### src/rtl/ws2812_frame_sequencer.sv
// WS2812 frame sequencer: detects treset on the line, gates decoded bits into the
// pixel shift register, counts captured/forwarded bits and flags passthrough mismatches.

package ws2812_frame_sequencer_pkg;

  typedef struct packed {
    logic valid;
    logic decode_bit;
    logic treset;
  } shift_reg_input_t;

endpackage

module ws2812_frame_sequencer
  import ws2812_frame_sequencer_pkg::*;
#(
  parameter int unsigned RESET_CYCLES = 2500,
  parameter int unsigned FWD_CNT_W    = 16
) (
  input  logic                 i_clk,
  input  logic                 i_reset_n,
  input  logic                 i_din,
  input  logic                 i_bit_valid,
  input  logic                 i_bit_value,
  input  logic                 i_passthru_en,
  output shift_reg_input_t     o_shift_reg,
  output logic [4:0]           o_bit_count,
  output logic [FWD_CNT_W-1:0] o_fwd_count,
  output logic                 o_frame_done,
  output logic                 o_short_frame,
  output logic                 o_sync_err
);

  localparam int unsigned     IdleW   = $clog2(RESET_CYCLES + 1);
  localparam logic [IdleW-1:0] IdleMax = IdleW'(RESET_CYCLES);
  localparam logic [IdleW-1:0] IdleArm = IdleW'(RESET_CYCLES - 1);
  localparam logic [4:0]       LastBit = 5'd23;

  typedef enum logic [1:0] {
    StWaitReset,
    StCapture,
    StForward
  } state_e;

  state_e                 state_q;
  shift_reg_input_t       shift_q;
  logic [IdleW-1:0]       idle_q, idle_d;
  logic [4:0]             bit_cnt_q;
  logic [FWD_CNT_W-1:0]   fwd_cnt_q;
  logic                   frame_done_q;
  logic                   short_frame_q;
  logic                   sync_err_q;
  logic                   fwd_seen_q;
  logic                   det_reset;
  logic                   mismatch;

  // Saturating low-time counter; det_reset fires only on the step into saturation.
  always_comb begin
    idle_d = idle_q;
    if (i_din) begin
      idle_d = '0;
    end else if (idle_q != IdleMax) begin
      idle_d = idle_q + 1'b1;
    end
  end

  assign det_reset = !i_din && (idle_q == IdleArm);

  // First FORWARD cycle is exempt: the shift register reports its new mode one cycle late.
  assign mismatch = ((state_q == StForward) && fwd_seen_q && !i_passthru_en) ||
                    ((state_q == StCapture) && i_passthru_en);

  always_ff @(posedge i_clk or negedge i_reset_n) begin
    if (!i_reset_n) begin
      state_q       <= StWaitReset;
      shift_q       <= '0;
      idle_q        <= '0;
      bit_cnt_q     <= '0;
      fwd_cnt_q     <= '0;
      frame_done_q  <= 1'b0;
      short_frame_q <= 1'b0;
      sync_err_q    <= 1'b0;
      fwd_seen_q    <= 1'b0;
    end else begin
      idle_q        <= idle_d;
      shift_q       <= '0;
      frame_done_q  <= 1'b0;
      short_frame_q <= 1'b0;
      fwd_seen_q    <= (state_q == StForward);
      if (det_reset) begin
        // treset wins over a coincident bit strobe
        state_q        <= StCapture;
        shift_q.treset <= 1'b1;
        bit_cnt_q      <= '0;
        fwd_cnt_q      <= '0;
        frame_done_q   <= (state_q == StForward);
        short_frame_q  <= (state_q == StCapture) && (bit_cnt_q != '0);
        sync_err_q     <= 1'b0;
      end else begin
        if (mismatch) begin
          sync_err_q <= 1'b1;
        end
        case (state_q)
          StCapture: begin
            if (i_bit_valid) begin
              shift_q.valid      <= 1'b1;
              shift_q.decode_bit <= i_bit_value;
              bit_cnt_q          <= bit_cnt_q + 5'd1;
              if (bit_cnt_q == LastBit) begin
                state_q <= StForward;
              end
            end
          end
          StForward: begin
            if (i_bit_valid && (fwd_cnt_q != '1)) begin
              fwd_cnt_q <= fwd_cnt_q + 1'b1;
            end
          end
          default: ;
        endcase
      end
    end
  end

  assign o_shift_reg   = shift_q;
  assign o_bit_count   = bit_cnt_q;
  assign o_fwd_count   = fwd_cnt_q;
  assign o_frame_done  = frame_done_q;
  assign o_short_frame = short_frame_q;
  assign o_sync_err    = sync_err_q;

endmodule

### config.mk
export PLATFORM = sky130hd
export DESIGN_NAME = ws2812_frame_sequencer
export DESIGN_NICKNAME = d
export VERILOG_FILES = /design/src/rtl/ws2812_frame_sequencer.sv
export SDC_FILE = /design/constraint.sdc
export NUM_CORES = 1
export LEC_CHECK = 0
export ABC_CLOCK_PERIOD_IN_PS = 3250
export BUFFER_PORTS_ARGS = -buffer_cell sky130_fd_sc_hd__buf_4
export CAP_MARGIN = 20
export CORE_MARGIN = 1.5
export CORE_UTILIZATION = 47
export CTS_CLUSTER_SIZE = 25
export DETAILED_ROUTE_END_ITERATION = 16
export PLACE_DENSITY = 0.8
export SYNTH_ARGS = -nofsm -noshare
export SYNTH_HDL_FRONTEND = slang
export SYNTH_SLANG_ARGS = --single-unit
export TNS_END_PERCENT = 10
### constraint.sdc
create_clock -name i_clk -period 3.25 [get_ports i_clk]
set_input_delay 0.65 -clock i_clk [delete_from_list [all_inputs] [get_ports i_clk]]
set_output_delay 0.65 -clock i_clk [all_outputs]
set_load 0.01 [all_outputs]
==> results of run 1 <==
area by class of cell:
type                    count  area (um^2)  share of cell area [%]
flip-flops and latches     42         1051                   41.10
inverters                   8        30.03                   1.174
clock inverters             1        30.03                   1.174
clock buffers               6        82.58                   3.229
repair buffers             33        247.7                   9.687
well taps                  52        65.06                   2.544
multi-input cells         162         1051                   41.10
power by group through the flow:
stage,clock network (W),registers [W],logic [W]
finish,0.000420,0.000624,0.000209
global route,0.000454,0.000632,0.000229
CTS,0.000428,0.000623,0.000213
detailed placement,0,0.000635,0.000207
global placement,0,0.000632,0.000202
floorplan,0,0.000637,0.000104
per-layer routing:
layer  up-vias  track usage [%]  part of all wire [%]  wire (um)
met5         -                0                     0          0
met3         5            4.986                   4.3        177
li1        824                -                     -          -
met4         0            6.918                   1.1         44
met2        36            27.31                    48       1976
met1       803            23.74                    47       1960
stage by stage:
step | total power (W) | util [%] | hold WS (ns) | area [um^2]
after global placement | 0.0008334 | 55.39 | 0.4911 | 2445
final | 0.001253 | 57.94 | 0.3174 | 2557
after floorplan | 0.0007410 | - | 0.3544 | 2171
after detailed placement | 0.0008418 | 55.39 | 0.4903 | 2445
after global routing | 0.001315 | 57.94 | 0.3627 | 2557
after CTS | 0.001264 | 57.94 | 0.3394 | 2557
cell usage in the layout (no fill, tap or decap), drive strengths merged, types with 2 or more instances in the layout:
master  netlist  routed
a21o          2       2
a21oi        12      12
a31oi         2       2
and2          3       3
and3          3       3
buf           6      33
clkbuf        1       6
dfrtp        42      42
ha            5       5
inv           8       8
nand2        17      17
nand3        11      11
nand4         9       9
nor2         30      30
nor2b         4       4
nor3          9       9
nor3b         2       2
nor4          4       4
nor4b         3       3
o21ai         9       9
or3           6       6
xnor2        12      12
xor2          8       8
kinds of logic after synthesis:
| group | synth area share [%] |
|---|---|
| and+or+nand+nor | 29.97 |
| DFF | 48.42 |
| AOI/OAI and AO/OA | 7.031 |
| xor gates and xnor gates | 8.069 |
| buffers and inverters | 3.170 |
| adders and majority gates | 2.882 |
| muxes | 0.4611 |
final timing paths:
| path | startpoint | end | slack, ns |
|---|---|---|---|
| worst max register to register | o_fwd_count[0]$_DFFE_PN0P_ | o_fwd_count[11]$_DFFE_PN0P_ | 1.19 |
| min in group i_clk | state_q[0]$_DFFE_PN0P_ | o_frame_done$_DFF_PN0_ | 0.50 |
| worst max-delay path | o_fwd_count[0]$_DFFE_PN0P_ | o_fwd_count[11]$_DFFE_PN0P_ | 1.19 |
| max in group asynchronous | i_reset_n | idle_q[0]$_DFFE_PN0P_ | 2.57 |
| worst min register to register | state_q[0]$_DFFE_PN0P_ | o_frame_done$_DFF_PN0_ | 0.50 |
| worst min-delay path | i_reset_n | o_fwd_count[15]$_DFFE_PN0P_ | 0.32 |
critical path, stage by stage, from the launching register on:
cell,delay [ns]
dfrtp_1,0.46
ha_1,0.32
nand4_1,0.15
nor4_2,0.50
buf_4,0.26
nor4b_2,0.06
xnor2_1,0.14
nor2_1,0.05
==> results.tsv, run 1 <==
metric	value	unit
status	finished clean	
final WL	4159	um
Post-synth ARST share	100.0	%
Hold Fails Final Rpt	0	
combinational group share of total power	16.7	%
initial core utilization	49.18	%
placer congestion estimate	0.7761	
Setup crit start kind	register	
Layout Cells excl Fill	304	
NetSw	0.0003439	W
core area	4414	um^2
CTS clk-pin slew, worst paths	0.08	ns
CTS Buf Count	5	
Yosys reg bits	42	
Worst-Skew Late Latency	0.30	ns
PD cells	490.0	nW/um^2
register share of total power	49.8	%
MaxCap Viol Count	0	
# fillers	397	
fraction of layout cells with a size suffix above 1	21.83	%
Rows	24	
Clock Power Share	33.5	%
CTS Sinks	42	
Layout area overhead	17.81	%
routed wire length per instance	13.68	um
die height	70.96	um
main area contributors after synthesis	dfrtp_1 (48%), nor2_1 (5.0%), xnor2_1 (4.8%)	
syn nets	230	
Post-synth EDFFs	0	
dpl cells	297	
endpoint class of the critical path	register	
top cell type's share of synthesized area	48.41	%
largest net degree at the start of global routing	43	
max reg flops	16	
most common cell in the synthesized netlist	dfrtp_1	
cell area after synthesis	2171	um^2
Post-Syn Area per Cell	9.912	um^2
first-pass GRT wire length	7100	um
vias in the first global route	1562	
GRT overflow	0	
register area share after synthesis	48.41	%
Final period util	63.37	%
Die ar.	5035	um^2
Pint	0.0009093	W
distinct cell type count after synthesis	47	
relative slew slack	56.89	%
Final Max Slew Viols	0	
H-tree levels	2	
Clock Path Buffers	2	
hold_buf cts	0	
Max IR drop VDD	0.2004	mV
die span in x	70.96	um
switching share of total power	27.44	%
detailed placement HPWL	2843	um
DRT iter0 DRCs	154	
Post-synth top cells	dfrtp_1 (42), nor2_1 (29), nand2_1 (17)	
crit path max fanout	8	
final worst slack	1.191	ns
initial antenna violation count	0	
Hold Path Class	in -> async	
Clock Skews	0.009669	ns
GRT Util Overall	17.70	%
Max Clk Rate	485.6	MHz
# IOs	33	
vias	1668	
Arrival @ worst endpoint	2.24	ns
routed vias/inst	5.487	
Nets	263	
RSZ-0062 raised after global routing	false	
R2R cell count	7	
DRC viols	0	
CTS tree	yes	
Worst Max-Slew Pin Slew	0.6413	ns
Synth Instances	219	
DRT Pass-1 Iters	4	
number of diodes	0	
CTS Root Cell	clkbuf_8	
Setup Buffers After CTS	0	
Ys Warns	0	
worst slack at placement	1.151	ns
DRT antenna net count	0	
PortBufs	32	
data required time of the worst path	3.43	ns
Leak	1.156	nW
leading area contributor after synthesis	dfrtp_1	
Top FF cell, synth	dfrtp_1	
setup TNS	0	ns
min Tclk post-route	2.059	ns
Setup CP Type	reg -> reg	
post-CTS resize count	0	
# setup viols final	0	
No activity file was read; power rests on OpenSTA's default activity.
==> inputs of run 2 (changes only) <==
--- a/config.mk
+++ b/config.mk
@@ -5,14 +5,14 @@
 export SDC_FILE = /design/constraint.sdc
 export NUM_CORES = 1
 export LEC_CHECK = 0
-export ABC_CLOCK_PERIOD_IN_PS = 3250
+export ABC_CLOCK_PERIOD_IN_PS = 1800
 export BUFFER_PORTS_ARGS = -buffer_cell sky130_fd_sc_hd__buf_4
 export CAP_MARGIN = 20
 export CORE_MARGIN = 1.5
 export CORE_UTILIZATION = 47
 export CTS_CLUSTER_SIZE = 25
 export DETAILED_ROUTE_END_ITERATION = 16
-export PLACE_DENSITY = 0.8
+export PLACE_DENSITY = 0.83
 export SYNTH_ARGS = -nofsm -noshare
 export SYNTH_HDL_FRONTEND = slang
 export SYNTH_SLANG_ARGS = --single-unit
==> constraint.sdc (replaced) <==
create_clock -name i_clk -period 1.8 [get_ports i_clk]
set_input_delay 0.36 -clock i_clk [delete_from_list [all_inputs] [get_ports i_clk]]
set_output_delay 0.36 -clock i_clk [all_outputs]
set_load 0.01 [all_outputs]
==> results.tsv, run 2 (same netlist as run 1, synthesis figures left out) <==
metric	value	unit	change
crit-path max cell delay	0.48	ns	was 0.50 ns
CTS clk-pin slew, worst paths	0.08	ns	about the same
most common cell after layout, fill and taps aside	dfrtp_1		unchanged
PortBufs	32		unchanged
crit path max fanout	11		was 8
DRT iter0 DRCs	100		was 154
# fillers	359		was 397
Rows	24		unchanged
Max Clk Rate	595.8	MHz	was 485.6 MHz
Max IR drop VDD	0.3638	mV	was 0.2004 mV
worst path cell trace	nand4_1 -> nor4_2 -> buf_4 -> nor2_1 -> xnor2_1 -> nor2_1		was ha_1 -> nand4_1 -> nor4_2 -> buf_4 -> nor4b_2 -> xnor2_1 -> nor2_1
initial core utilization	49.18	%	unchanged
cell family with most CP delay	simple AND/OR/NAND/NOR gates		unchanged
CTS Sinks	42		unchanged
data required time of the worst path	1.98	ns	was 3.43 ns
CP most frequent cell	nor2_1		
status	finished clean		unchanged
Setup crit start kind	register		unchanged
# setup viols final	0		unchanged
Arrival @ worst endpoint	1.86	ns	was 2.24 ns
max reg flops	16		unchanged
setup TNS	0	ns	unchanged
final worst slack	0.1217	ns	was 1.191 ns
CP max stage cell	dfrtp_1		was nor4_2
endpoint class of the critical path	register		unchanged
die height	70.96	um	unchanged
detailed placement HPWL	3112	um	was 2843 um
Nets	270		was 263
DRC viols	0		unchanged
commonest cells after routing, fill and taps aside	dfrtp_1 (42), buf_4 (39), nor2_1 (29)		was dfrtp_1 (42), buf_4 (33), nor2_1 (29)
Final Max Slew Viols	0		unchanged
MaxCap Viol Count	0		unchanged
CTS tree	yes		unchanged
Layout area overhead	22.25	%	was 17.81%
R2R cell count	6		was 7
Worst Max-Slew Pin Slew	0.5183	ns	was 0.6413 ns
Worst Path Buf+Inv	1		unchanged
relative slew slack	65.44	%	was 56.89%
Pint	0.001796	W	was 0.0009093 W
Setup CP Type	reg -> reg		unchanged
CTS Root Cell	clkbuf_8		unchanged
capture point of the worst reg-to-reg path	o_fwd_count[0]$_DFFE_PN0P_		was o_fwd_count[11]$_DFFE_PN0P_
CTS Buf Count	5		unchanged
GRT overflow	0		unchanged
largest net degree at the start of global routing	43		unchanged
initial antenna violation count	0		unchanged
switching share of total power	26.82	%	was 27.44%
routed vias/inst	5.494		was 5.487
core area	4414	um^2	unchanged
FF-to-FF setup slack	0.12	ns	was 1.19 ns
Worst-Skew Late Latency	0.30	ns	about the same
Clock Power Share	36.3	%	was 33.5%
Final period util	93.24	%	was 63.37%
number of diodes	0		unchanged
final WL	4418	um	was 4159 um
vias	1714		was 1,668
register share of total power	44.7	%	was 49.8%
first-pass GRT wire length	7445	um	was 7100 um
PD cells	924.8	nW/um^2	was 490.0 nW/um^2
NetSw	0.0006583	W	was 0.0003439 W
Clock Path Buffers	2		unchanged
min Tclk post-route	1.678	ns	was 2.059 ns
RSZ-0062 raised after global routing	false		unchanged
vias in the first global route	1660		was 1,562
DRT antenna net count	0		unchanged
fraction of layout cells with a size suffix above 1	24.62	%	was 21.83%
DRT Pass-1 Iters	4		unchanged
H-tree levels	2		unchanged
worst slack at placement	0.09385	ns	was 1.151 ns
Hold Path Class	in -> async		unchanged
Die ar.	5035	um^2	unchanged
routed wire length per instance	14.16	um	was 13.68 um
# IOs	33		unchanged
combinational group share of total power	19.0	%	was 16.7%
Hold Fails Final Rpt	0		unchanged
launch point of the worst reg-to-reg path	o_fwd_count[13]$_DFFE_PN0P_		was o_fwd_count[0]$_DFFE_PN0P_
Clock Skews	0.007432	ns	was 0.009669 ns
WHS	0.02385	ns	was 0.3174 ns
die span in x	70.96	um	unchanged
placer congestion estimate	0.8482		was 0.7761
Leak	1.208	nW	was 1.156 nW
GRT Util Overall	18.43	%	was 17.70%
## run 2: worst register-to-register path, cell delays in order (launching register included)
cell and delay (ns):
dfrtp_1 0.48, nand4_1 0.20, nor4_2 0.30, buf_4 0.24
nor2_1 0.10, xnor2_1 0.17, nor2_1 0.08
## run 2: timing repair
item | in CTS | in global routing
setup endpoints to repair | 0 | 9
hold buffers | 0 | 0
gates resized for setup | 0 | 1
setup buffers | 0 | 0
## run 2: cell type report
class                           count  area (um^2)  area share [%]
Tap cell                           52        65.06           2.452
Clock buffer                        5        68.82           2.593
Sequential cell                    42         1051           39.60
Timing Repair Buffer               40        312.8           11.79
Inverter                            8        30.03           1.132
Multi-Input combinational cell    162         1057           39.84
Clock inverter                      3        68.82           2.593
## run 2: worst max-delay path by stage
stage	start	to	cells after the start
detailed placement	idle_q[0]$_DFFE_PN0P_	o_fwd_count[14]$_DFFE_PN0P_	5
CTS	idle_q[0]$_DFFE_PN0P_	o_fwd_count[14]$_DFFE_PN0P_	5
floorplan	o_fwd_count[0]$_DFFE_PN0P_	o_fwd_count[15]$_DFFE_PN0P_	7
global placement	idle_q[0]$_DFFE_PN0P_	o_fwd_count[15]$_DFFE_PN0P_	5
global route	o_fwd_count[10]$_DFFE_PN0P_	o_fwd_count[0]$_DFFE_PN0P_	6
finish	o_fwd_count[13]$_DFFE_PN0P_	o_fwd_count[0]$_DFFE_PN0P_	6
## run 2: power by group through the flow
stage                     clock network, W  registers [W]  logic (W)
after global placement                   0        0.00111   0.000441
after detailed placement                 0        0.00112   0.000463
after floorplan                          0        0.00115   0.000188
after global routing              0.000939        0.00111   0.000506
final                             0.000890        0.00110   0.000467
after CTS                         0.000901        0.00110   0.000471
## run 2: metal layers
metal | part of all wire, % | track usage [%] | wire length [um]
met1 | 44 | 22.48 | 1948
met5 | 0 | 0 | 0
met3 | 3.3 | 4.274 | 144
met4 | 1.9 | 6.080 | 82
met2 | 51 | 32.19 | 2242
## run 2: stage by stage
stage	instance area [um^2]	util, %	power (W)	cells
2_1_floorplan	2171	-	0.001338	219
3_3_place_gp	2510	56.86	0.001550	304
3_5_place_dp	2510	56.86	0.001579	304
4_1_cts	2648	59.98	0.002470	312
5_1_grt	2654	60.12	0.002558	312
6_report	2654	60.12	0.002454	312
==> inputs of run 3 (changes only) <==
--- a/config.mk
+++ b/config.mk
@@ -6,13 +6,14 @@
 export NUM_CORES = 1
 export LEC_CHECK = 0
 export ABC_CLOCK_PERIOD_IN_PS = 1800
-export BUFFER_PORTS_ARGS = -buffer_cell sky130_fd_sc_hd__buf_4
+export BUFFER_PORTS_ARGS = -buffer_cell sky130_fd_sc_hd__buf_2
 export CAP_MARGIN = 20
 export CORE_MARGIN = 1.5
 export CORE_UTILIZATION = 47
 export CTS_CLUSTER_SIZE = 25
 export DETAILED_ROUTE_END_ITERATION = 16
 export PLACE_DENSITY = 0.83
+export RECOVER_POWER = 100
 export SYNTH_ARGS = -nofsm -noshare
 export SYNTH_HDL_FRONTEND = slang
 export SYNTH_SLANG_ARGS = --single-unit
==> results.tsv, run 3 (same netlist as run 1, synthesis figures left out) <==
metric	value	unit	change
Final Instance Area	2521	um^2	was 2654 um^2
CTS tree	yes		unchanged
Setup crit start kind	register		unchanged
# fillers	389		was 359
# setup viols final	0		unchanged
CTS clk-pin slew, worst paths	0.08	ns	about the same
Arrival @ worst endpoint	1.82	ns	was 1.86 ns
MaxCap Viol Count	0		unchanged
Final Util	57.11	%	was 60.12%
setup TNS	0	ns	unchanged
DRT iter0 DRCs	125		was 100
Clock Path Buffers	2		unchanged
commonest cells after routing, fill and taps aside	dfrtp_1 (42), nor2_1 (30), clkbuf_1 (28)		was dfrtp_1 (42), buf_4 (39), nor2_1 (29)
Worst Max-Slew Pin Slew	1.136	ns	was 0.5183 ns
Layout Cells excl Fill	317		was 312
PD cells	871.6	nW/um^2	was 924.8 nW/um^2
H-tree levels	2		unchanged
die span in x	70.96	um	unchanged
GRT Util Overall	16.94	%	was 18.43%
initial antenna violation count	0		unchanged
Post-DP Area	2465	um^2	was 2510 um^2
max reg flops	16		unchanged
Final Max Slew Viols	0		unchanged
Max Clk Rate	608.2	MHz	was 595.8 MHz
critical path startpoint	idle_q[0]$_DFFE_PN0P_		was o_fwd_count[13]$_DFFE_PN0P_
dpl cells	307		was 304
CTS Root Cell	clkbuf_8		unchanged
R2R cell count	6		unchanged
# IOs	33		unchanged
number of diodes	0		unchanged
launch point of the worst reg-to-reg path	idle_q[0]$_DFFE_PN0P_		was o_fwd_count[13]$_DFFE_PN0P_
Leak	1.099	nW	was 1.208 nW
most common cell after layout, fill and taps aside	dfrtp_1		unchanged
vias in the first global route	1540		was 1,660
vias	1720		was 1,714
die height	70.96	um	unchanged
core area	4414	um^2	unchanged
hold_buf cts	0		unchanged
GRT overflow	0		unchanged
Rows	24		unchanged
Layout area overhead	16.14	%	was 22.25%
Clock Skews	0.007987	ns	was 0.007432 ns
Final period util	91.34	%	was 93.24%
crit path max fanout	5		was 11
relative slew slack	24.26	%	was 65.44%
placer congestion estimate	0.8429		was 0.8482
fraction of layout cells with a size suffix above 1	14.34	%	was 24.62%
data required time of the worst path	1.97	ns	was 1.98 ns
Max IR drop VDD	0.3811	mV	was 0.3638 mV
DRT antenna net count	0		unchanged
DRT Pass-1 Iters	4		unchanged
min Tclk post-route	1.644	ns	was 1.678 ns
Hold Path Class	in -> async		unchanged
Setup CP Type	reg -> reg		unchanged
detailed placement HPWL	3005	um	was 3112 um
FF-to-FF setup slack	0.16	ns	was 0.12 ns
first-pass GRT wire length	6886	um	was 7445 um
status	finished clean		unchanged
Nets	275		was 270
endpoint class of the critical path	register		unchanged
PortBufs	32		unchanged
final WL	4153	um	was 4418 um
Worst-Skew Late Latency	0.29	ns	was 0.30 ns
CTS Buf Count	5		unchanged
largest net degree at the start of global routing	23		was 43
CTS Sinks	42		unchanged
Die ar.	5035	um^2	unchanged
WHS	0.2673	ns	was 0.02385 ns
routed vias/inst	5.426		was 5.494
Hold Fails Final Rpt	0		unchanged
capture point of the worst reg-to-reg path	o_fwd_count[11]$_DFFE_PN0P_		was o_fwd_count[0]$_DFFE_PN0P_
RSZ-0062 raised after global routing	false		unchanged
routed wire length per instance	13.10	um	was 14.16 um
initial core utilization	49.18	%	unchanged
DRC viols	0		unchanged
run 3: cell count changes in the layout (fill, tap and decap cells not counted), moves of 2 or more:
cell,change
buf_4,-34
clkbuf_1,+28
buf_2,+9
clkinv_2,+2
run 3: power by group:
part	total [W]	internal (W)	switching, W
combinational	0.000382	0.000157	0.000226
clock	0.000722	0.000408	0.000314
sequential	0.00109	0.00101	0.0000785
total	0.00220	0.00158	0.000618
run 3: repair_timing:
item | CTS | global route
resized for setup | 0 | 0
buffers inserted | 0 | 1
endpoints found under the setup margin | 0 | 2
run 3: cell type report:
cell class                 count  area (um^2)  share of cell area (%)
clock buffer                   5        68.82                   2.730
clock inverter                 3        40.04                   1.588
inverter                       8        30.03                   1.191
multi-input combinational    162         1049                   41.59
sequential                    42         1051                   41.69
tap                           52        65.06                   2.581
timing repair buffer          44        212.7                   8.437
timing repair inverter         1        5.005                  0.1985
run 3: stage by stage:
| stage | power [W] | setup slack [ns] |
|---|---|---|
| finish | 0.002197 | 0.1558 |
| global route | 0.002295 | 0.03934 |
| CTS | 0.002249 | 0.1244 |
| detailed placement | 0.001525 | 0.1570 |
| global placement | 0.001515 | 0.2164 |
| floorplan | 0.001338 | 0.1221 |
run 3: per-layer routing:
metal | share of wire [%] | global-route usage [%] | wire length, um | vias to the layer above
met3 | 4.1 | 4.416 | 169 | 4
met4 | 0.89 | 5.031 | 37 | 0
met5 | 0 | 0 | 0 | -
li1 | - | - | - | 851
met1 | 46 | 21.78 | 1915 | 824
met2 | 49 | 28.25 | 2031 | 41
run 3: worst max path at each step:
stage                                   to  cells after the start  slack (ns)
2_1_floorplan  o_fwd_count[15]$_DFFE_PN0P_                      7        0.12
3_3_place_gp   o_fwd_count[10]$_DFFE_PN0P_                      5        0.22
3_5_place_dp   o_fwd_count[12]$_DFFE_PN0P_                      5        0.16
4_1_cts        o_fwd_count[11]$_DFFE_PN0P_                      5        0.12
5_1_grt        o_fwd_count[14]$_DFFE_PN0P_                      6        0.04
6_report       o_fwd_count[11]$_DFFE_PN0P_                      6        0.16
run 3: critical path, stage by stage (launching register included):
cell and delay [ns]:
dfrtp_1 0.41, ha_1 0.25, nor4b_1 0.33, nand4b_1 0.14
buf_4 0.18, inv_1 0.15, nor2_1 0.07
